[config.mk]
export PLATFORM = sky130hd
export DESIGN_NAME = alu_mdu
export DESIGN_NICKNAME = d
export VERILOG_FILES = /design/src/rtl/alu_mdu.sv
export SDC_FILE = /design/constraint.sdc
export NUM_CORES = 2
export LEC_CHECK = 0
export CORE_ASPECT_RATIO = 0.8
export CORE_MARGIN = 2
export CORE_UTILIZATION = 65
export DETAILED_ROUTE_END_ITERATION = 10
export GPL_ROUTABILITY_DRIVEN = 1
export PLACE_DENSITY = 0.84
export SYNTH_ARGS = -nofsm -noshare
export SYNTH_HDL_FRONTEND = slang
export SYNTH_SLANG_ARGS = --single-unit
[constraint.sdc]
create_clock -name clk -period 4.45 [get_ports clk]
set_input_delay 0.89 -clock clk [delete_from_list [all_inputs] [get_ports clk]]
set_output_delay 0.89 -clock clk [all_outputs]
set_load 0.01 [all_outputs]
[src/rtl/alu_mdu.sv]
// alu_mdu: registered execute-stage ALU with an iterative unsigned
// multiply/divide unit and HI/LO result registers.
//
// Ports:
//   clk, rst_n          rising-edge clock, async active-low reset
//   in_valid/in_ready   request handshake (accepted when both high)
//   sel                 opcode, srcA/srcB operands
//   flush               abort an in-flight MULTU/DIVU
//   out_valid           one-cycle pulse qualifying result/zero/dbz
//   result, zero, dbz   registered result, result==0, divide-by-zero
//   busy                iterative operation in progress
//
// state | meaning
// IDLE  | ready; single-cycle ops complete here, MULTU/DIVU start here
// MUL   | shift-add multiply, one iteration per clock
// DIV   | restoring divide, one iteration per clock
// DONE  | hi/lo written, result pulse, one cycle then back to IDLE

module alu_mdu #(
   parameter int WIDTH = 32
) (
   input  logic             clk,
   input  logic             rst_n,
   input  logic             in_valid,
   output logic             in_ready,
   input  logic [3:0]       sel,
   input  logic [WIDTH-1:0] srcA,
   input  logic [WIDTH-1:0] srcB,
   input  logic             flush,
   output logic             out_valid,
   output logic [WIDTH-1:0] result,
   output logic             zero,
   output logic             dbz,
   output logic             busy
);

   localparam int CNT_W = $clog2(WIDTH + 1);

   typedef enum logic [1:0] {S_IDLE, S_MUL, S_DIV, S_DONE} state_t;

   state_t           state, state_nxt;
   logic [WIDTH-1:0] acc_hi, acc_lo, opnd;
   logic [WIDTH-1:0] hi, lo;
   logic [CNT_W-1:0] cnt;
   logic             dbz_pend;
   logic             accept, last_iter;
   logic [WIDTH-1:0] alu_res, mul_short;

   logic [WIDTH:0]   mul_sum, div_shift, div_diff;
   logic             div_ge;
   logic [WIDTH-1:0] it_hi, it_lo;

   assign in_ready  = (state == S_IDLE);
   assign busy      = (state == S_MUL) || (state == S_DIV);
   assign accept    = in_valid && in_ready;
   assign last_iter = (cnt == CNT_W'(WIDTH - 1));
   assign mul_short = srcA * srcB;

   always_ff @(posedge clk or negedge rst_n) begin
      if (!rst_n) state <= S_IDLE;
      else        state <= state_nxt;
   end

   always_comb begin
      state_nxt = state;
      case (state)
         S_IDLE: begin
            if (accept && sel == 4'd9)  state_nxt = S_MUL;
            if (accept && sel == 4'd10) state_nxt = S_DIV;
         end
         S_MUL, S_DIV: begin
            if (flush)          state_nxt = S_IDLE;
            else if (last_iter) state_nxt = S_DONE;
         end
         default: state_nxt = S_IDLE;
      endcase
   end

   // {acc_hi, acc_lo} is the shared 2*WIDTH working register. For MULTU
   // acc_lo holds the multiplier and shifts right; for DIVU acc_lo holds the
   // dividend and shifts left while quotient bits enter at the bottom.
   // A zero divisor naturally yields all-ones quotient and remainder=srcA.
   always_comb begin
      mul_sum   = {1'b0, acc_hi} + (acc_lo[0] ? {1'b0, opnd} : '0);
      div_shift = {acc_hi, acc_lo[WIDTH-1]};
      div_diff  = div_shift - {1'b0, opnd};
      div_ge    = (div_shift >= {1'b0, opnd});
      if (state == S_MUL) begin
         it_hi = mul_sum[WIDTH:1];
         it_lo = {mul_sum[0], acc_lo[WIDTH-1:1]};
      end else begin
         it_hi = div_ge ? div_diff[WIDTH-1:0] : div_shift[WIDTH-1:0];
         it_lo = {acc_lo[WIDTH-2:0], div_ge};
      end
   end

   always_comb begin
      alu_res = '0;
      case (sel)
         4'd0:  alu_res = srcA & srcB;
         4'd1:  alu_res = srcA | srcB;
         4'd2:  alu_res = srcA + srcB;
         4'd3:  alu_res = srcA ^ srcB;
         4'd4:  alu_res = srcA - srcB;
         4'd5:  alu_res = mul_short;
         4'd6:  alu_res = {{(WIDTH-1){1'b0}}, ($signed(srcA) < $signed(srcB))};
         4'd7:  alu_res = ~(srcA | srcB);
         4'd8:  alu_res = {{(WIDTH-1){1'b0}}, (srcA < srcB)};
         4'd11: alu_res = hi;
         4'd12: alu_res = lo;
         default: alu_res = '0;
      endcase
   end

   always_ff @(posedge clk or negedge rst_n) begin
      if (!rst_n) begin
         result    <= '0;
         zero      <= 1'b1;
         dbz       <= 1'b0;
         out_valid <= 1'b0;
         hi        <= '0;
         lo        <= '0;
         acc_hi    <= '0;
         acc_lo    <= '0;
         opnd      <= '0;
         cnt       <= '0;
         dbz_pend  <= 1'b0;
      end else begin
         out_valid <= 1'b0;
         case (state)
            S_IDLE: begin
               if (accept) begin
                  if (sel == 4'd9 || sel == 4'd10) begin
                     acc_hi   <= '0;
                     acc_lo   <= (sel == 4'd9) ? srcB : srcA;
                     opnd     <= (sel == 4'd9) ? srcA : srcB;
                     cnt      <= '0;
                     dbz_pend <= (sel == 4'd10) && (srcB == '0);
                  end else begin
                     result    <= alu_res;
                     zero      <= (alu_res == '0);
                     dbz       <= 1'b0;
                     out_valid <= 1'b1;
                  end
               end
            end
            S_MUL, S_DIV: begin
               if (!flush) begin
                  acc_hi <= it_hi;
                  acc_lo <= it_lo;
                  cnt    <= cnt + CNT_W'(1);
                  if (last_iter) begin
                     hi        <= it_hi;
                     lo        <= it_lo;
                     result    <= it_lo;
                     zero      <= (it_lo == '0);
                     dbz       <= dbz_pend;
                     out_valid <= 1'b1;
                  end
               end
            end
            default: ;
         endcase
      end
   end

endmodule
==> results by stage, run 1 <==
Die:
- The initial utilization of the core area, before any placement, comes to 0.658.
- The floorplan step set the die height to 210 um.
- The horizontal extent of the die is 262 um.
- The number of standard-cell rows in the floorplan is 75.
- 109 I/O pins were placed.

GRT:
- The first global-routing pass estimated 325000 um of wire.
- Entering global routing, the biggest net connects 113 pins.
- Across every metal layer, demand over resource in global routing totals 0.814.
- The via count of the first global-routing pass is 46600.
- The overflow left after global routing is 224.

Clock tree:
- The cell sitting at the root of the clock tree is a clkbuf_16.
- The maximum root-to-sink buffer count is 3.
- The number of clock buffers added by TritonCTS is 17.
- The hold buffer count at CTS is 0.
- The clock net sink count is 204.
- CTS built an H-tree with a depth of 1.

Synth:
- Among all flip-flop cells after synthesis, the most frequent one is dfrtp_1.
- Counting flops and latches in the post-synthesis netlist gives 204.
- In the post-synthesis netlist, the cell with the most instances is nor2_1.
- The number of distinct library cells after synthesis is 99.
- The number of synthesized flops with an enable pin is 0.
- The share of the Yosys chip area taken by registers is 0.148.
- The net count of the mapped netlist is 5065.
- By area the synthesized netlist is led by fa_1, dfrtp_1, ha_1.
- The synthesized area per cell is 8.03 um^2.
- Of all flip-flops after synthesis, the portion carrying an async set or reset was 1.00.
- The area of the mapped netlist is 34500 um^2.
- The share of synthesized area in the top cell type comes to 0.239.
- Counting instances in the post-synthesis netlist gives the leading cell types as nor2_1, nand2_1, inv_1.
- The Yosys warning count is 0.
- The largest total area in the synthesized netlist belongs to fa_1.
- The cell count after synthesis came out at 4294.

Placed design:
- The count of buffers inserted at the top-level ports is 108.
- The half-perimeter wire length after detailed placement is 121000 um.
- The congestion estimate from routability-driven global placement came to 1.12.
- The post-detailed-placement cell area is 42300 um^2.

Run status:
- The flow did not finish.
- The stage at which the flow ended is 5_1_grt.
- The tool reported: "[ERROR GRT-0116] Global routing finished with congestion. Check the congestion regions in the DRC Viewer".
[layer usage]
layer / GRT overflow / GRT usage
met1: 37 / 0.860
met2: 90 / 0.920
met3: 31 / 0.722
met4: 64 / 0.684
met5: 2 / 0.533
[per-stage QoR]
step                      hold slack [ns]  setup TNS, ns  setup WS [ns]  instances
after floorplan                     0.438         -60.91          -3.72       4294
after global placement              0.459        -100.23          -4.70       5623
after detailed placement            0.470        -103.81          -4.87       5623
after CTS                           0.465         -72.38          -3.74       5801
[cell families after synthesis]
family / Yosys count / share of synthesized area
buffers and inverters: 780 / 0.0854
AND/OR/NAND/NOR: 1419 / 0.178
AO/OA/AOI/OAI: 933 / 0.175
adder cells (fa/ha/maj): 699 / 0.343
flip-flops: 204 / 0.148
multiplexers: 107 / 0.0317
XOR/XNOR: 152 / 0.0386
[repair_timing]
action | in CTS
pin swaps | 239
gates resized for setup | 650
cloned | 2
buffers inserted | 157
endpoints found under the setup margin | 31
==> inputs of run 2 (changes only) <==
CORE_ASPECT_RATIO = not set   (was 0.8)
CORE_UTILIZATION = 40   (was 65)
PLACE_DENSITY = not set   (was 0.84)
PLACE_DENSITY_LB_ADDON = 0.15   (was not set)
==> results by stage, run 2 <==
Run status:
- The flow ran to the end, but the final reports show violations.
- The checks that failed: negative setup slack.

Setup path:
- The critical path data required time is 4.89 ns.
- The delay of the slowest critical-path stage is 0.57 ns.
- The worst register-to-register path has a setup slack of 0.23 ns.
- The category of cells accounting for the largest share of critical-path delay is adder cells.
- STA classifies the critical path startpoint as an input pin.
- The reg-to-reg startpoint is acc_lo[0]$_DFFE_PN0P_.
- The depth of the worst register-to-register path is 14.
- Along the worst path, the maximum fanout reaches 7.
- The worst path arrival time is 8.65 ns.
- Among all stages on the critical path, the largest delay is contributed by or4_4.
- The critical path runs through a total of 28 cells.
- The number of buffers and inverters on the critical path is 9.
- The endpoint type of the worst setup path is a flip-flop.
- The critical path class is in -> reg.
- The most numerous cell on the critical path is fa_1.
- The endpoint of the most critical register-to-register path is hi[26]$_DFFE_PN0P_.

Clock tree:
- The clock input transition at the sequential cells of the worst setup and hold paths is 0.07 ns.
- The number of clock buffers added by TritonCTS is 20.
- TritonCTS built the clock tree.
- The maximum root-to-sink buffer count is 3.
- The insertion delay of the later-clocked pin in the worst-skew pair is 0.52 ns.
- In this run the number of H-tree levels came out at 1.
- The tree built by TritonCTS fans out to 204 sinks.
- The library cell used as clock root buffer is clkbuf_16.

Routing:
- For this block, the routed nets add up to 153000 um of wire.
- In this run, the number of DRC markers left after iteration 0 of detailed routing was 3282.
- The post-detailed-route via-to-cell ratio is 5.61.
- The number of design rule violations left after detail routing is 0.
- The routed layout has 35200 vias.
- In this run the remaining antenna-violating nets after routing total 0.
- The detailed-router iteration count before antenna repair is 6.
- After detailed routing, the average wire length per cell comes to 24.3 um.

GRT:
- The total global-route track usage is 0.342.
- The first global-routing pass estimated 227000 um of wire.
- The number of antenna violations at the first check in global routing is 3.
- After global routing the overflow that remains totals 0.
- The maximum number of pins on one net before global-route repair is 123.
- The via count of the first global-routing pass is 34900.

Min path:
- The capture endpoint of the worst hold path is result[27]$_DFFE_PN0P_.
- The classification of the worst-slack hold path is reg -> reg.
- The worst hold path begins at result[27]$_DFFE_PN0P_.
- The worst hold path passes through 2 cells.

Placed design:
- The placer congestion estimate is 1.01.
- The count of buffers inserted at the top-level ports is 108.
- Once detailed placement completed, the half-perimeter wirelength came to 125000 um.
- The total instance count after detailed placement is 6119.

Finish:
- The most common library cell in the layout ignoring fill and taps is buf_4.
- Measured on the finished design, the core utilization comes to 0.556.
- Across the whole layout, storage elements account for 5110 um^2.
- The library cells used most frequently in the layout, excluding fill and tap cells, are buf_4, nand2_1, nor2_1.
- The filler cell count is 7965.
- The area of combinational cells with multiple inputs is 28800 um^2.
- The net total in the final layout is 5889.
- In the final layout, the share of cells above drive strength 1 is 0.288.
- The number of non-filler instances in the completed layout is 6277.
- The area growth from synthesis to layout is 37.5%.

Flow run:
- The max-capacitance violation count is 0.

Die:
- The die is 298 um tall.
- In this run the core area contains 107 standard-cell rows.
- The top-level I/O count is 109.
- The core region is 85300 um^2.
- The horizontal extent of the die is 298 um.
- The floorplan die area is 88600 um^2.
- The effective utilization at floorplan is 0.405.

Synth:
- Yosys printed 0 warnings.
- The synthesized area per cell is 8.03 um^2.
- The cell with the most instances after synthesis is nor2_1.
- The number of nets handed over by synthesis was 5065.
- The share of the synthesized area in the top cell type is 0.239.
- The flip-flop and latch count after synthesis is 204.
- After synthesis, the cell types taking the most area are fa_1, dfrtp_1, ha_1.
- The cell type contributing the most total cell area after synthesis is fa_1.
- The leading register cell type out of synthesis is dfrtp_1.
- The number of distinct library cells after synthesis is 99.
- Synthesis produced 4294 cells.
- Counting instances in the post-synthesis netlist gives the leading cell types as nor2_1, nand2_1, inv_1.
- The sequential cell area fraction in the yosys report is 0.148.
- In this run, synthesis inferred 0 flip-flops with an integrated enable.
- After synthesis, the share of flip-flops with an asynchronous set or reset is 1.00.
- After synthesis the cells add up to 34500 um^2.

STA:
- The count of final max-slew check failures came to 0.
- Setup repair after global routing could not meet its margin everywhere.
- The worst setup skew after layout is 0.0241 ns.
- The worst path in the final design needs a cycle of 8.21 ns, including I/O delays and setup.
- The number of hold-slack violations in the final timing report was 0.
- At the pin with the least slew margin, the transition time is 1.00 ns.
- Setup violations remaining at the end of the flow were counted as 28.
- Static timing analysis puts the maximum clock frequency at 122 MHz.
- The worst-case headroom to the max-slew limit is 0.331.
- The worst hold slack is 0.484 ns.
- The post-route fraction of the period consumed by the critical path is 1.84.
- After layout, the worst setup slack is -3.76 ns.
-- run 2: cell counts after synthesis --
Identical to the previous run, type by type.
-- run 2: repair_timing --
action                     in CTS  in global routing
cloned                          3                  0
hold buffers                    0                  0
setup buffers                 113                 44
setup endpoints to repair      31                 38
gates resized for setup       630                206
pin swaps                     175                144
-- run 2: layout make-up --
class	count	share of cell area
sequential	204	0.108
clock inverter	11	0.00364
antenna	1	0.0000528
tap	1144	0.0302
inverter	538	0.0452
timing repair buffer	1043	0.195
multi-input combinational	3310	0.607
clock buffer	25	0.0118
timing repair inverter	1	0.000237
-- run 2: stage by stage --
| stage | instance area, um^2 | worst slack (ns) | TNS (ns) |
|---|---|---|---|
| after floorplan | 35200 | -3.72 | -60.91 |
| after global placement | 43200 | -4.84 | -102.55 |
| after detailed placement | 43200 | -4.89 | -103.10 |
| after CTS | 46600 | -3.73 | -69.36 |
| after global routing | 47400 | -3.96 | -72.45 |
| final | 47400 | -3.76 | -68.29 |
-- run 2: worst register-to-register path: cells and delay by family, from the launching register on --
family | cells | cell delay, ns
AOI/OAI and AO/OA | 10 | 2.60
xor gates and xnor gates | 1 | 0.17
adders and majority gates | 1 | 0.32
DFF | 1 | 0.51
muxes | 1 | 0.29
and+or+nand+nor | 1 | 0.20
-- run 2: cell families after synthesis --
family          count (synthesis)  share of synthesized area
compound gates                933                      0.175
xor+xnor                      152                     0.0386
fa+ha+maj                     699                      0.343
buf+inv                       780                     0.0854
flops                         204                      0.148
mux                           107                     0.0317
simple gates                 1419                      0.178
-- run 2: how the worst max path moves through the flow --
stage,startpoint,end
after floorplan,srcB[5],zero$_DFFE_PN1P_
after global placement,srcB[10],zero$_DFFE_PN1P_
after detailed placement,srcB[10],zero$_DFFE_PN1P_
after CTS,srcB[3],zero$_DFFE_PN1P_
after global routing,srcB[2],zero$_DFFE_PN1P_
final,srcB[6],zero$_DFFE_PN1P_
-- run 2: layer usage --
metal  vias to the layer above  GRT usage  share of wire
met5                         -          0       0.000072
li1                      15900          -              -
met1                     17300      0.472           0.42
met3                       320     0.0634          0.089
met2                      1594      0.530           0.44
met4                         2      0.132          0.052
Power of run 2 is left out: the tool's default activity adds up to more than one toggle a clock period on the data nets, which glitch-free logic cannot reach.
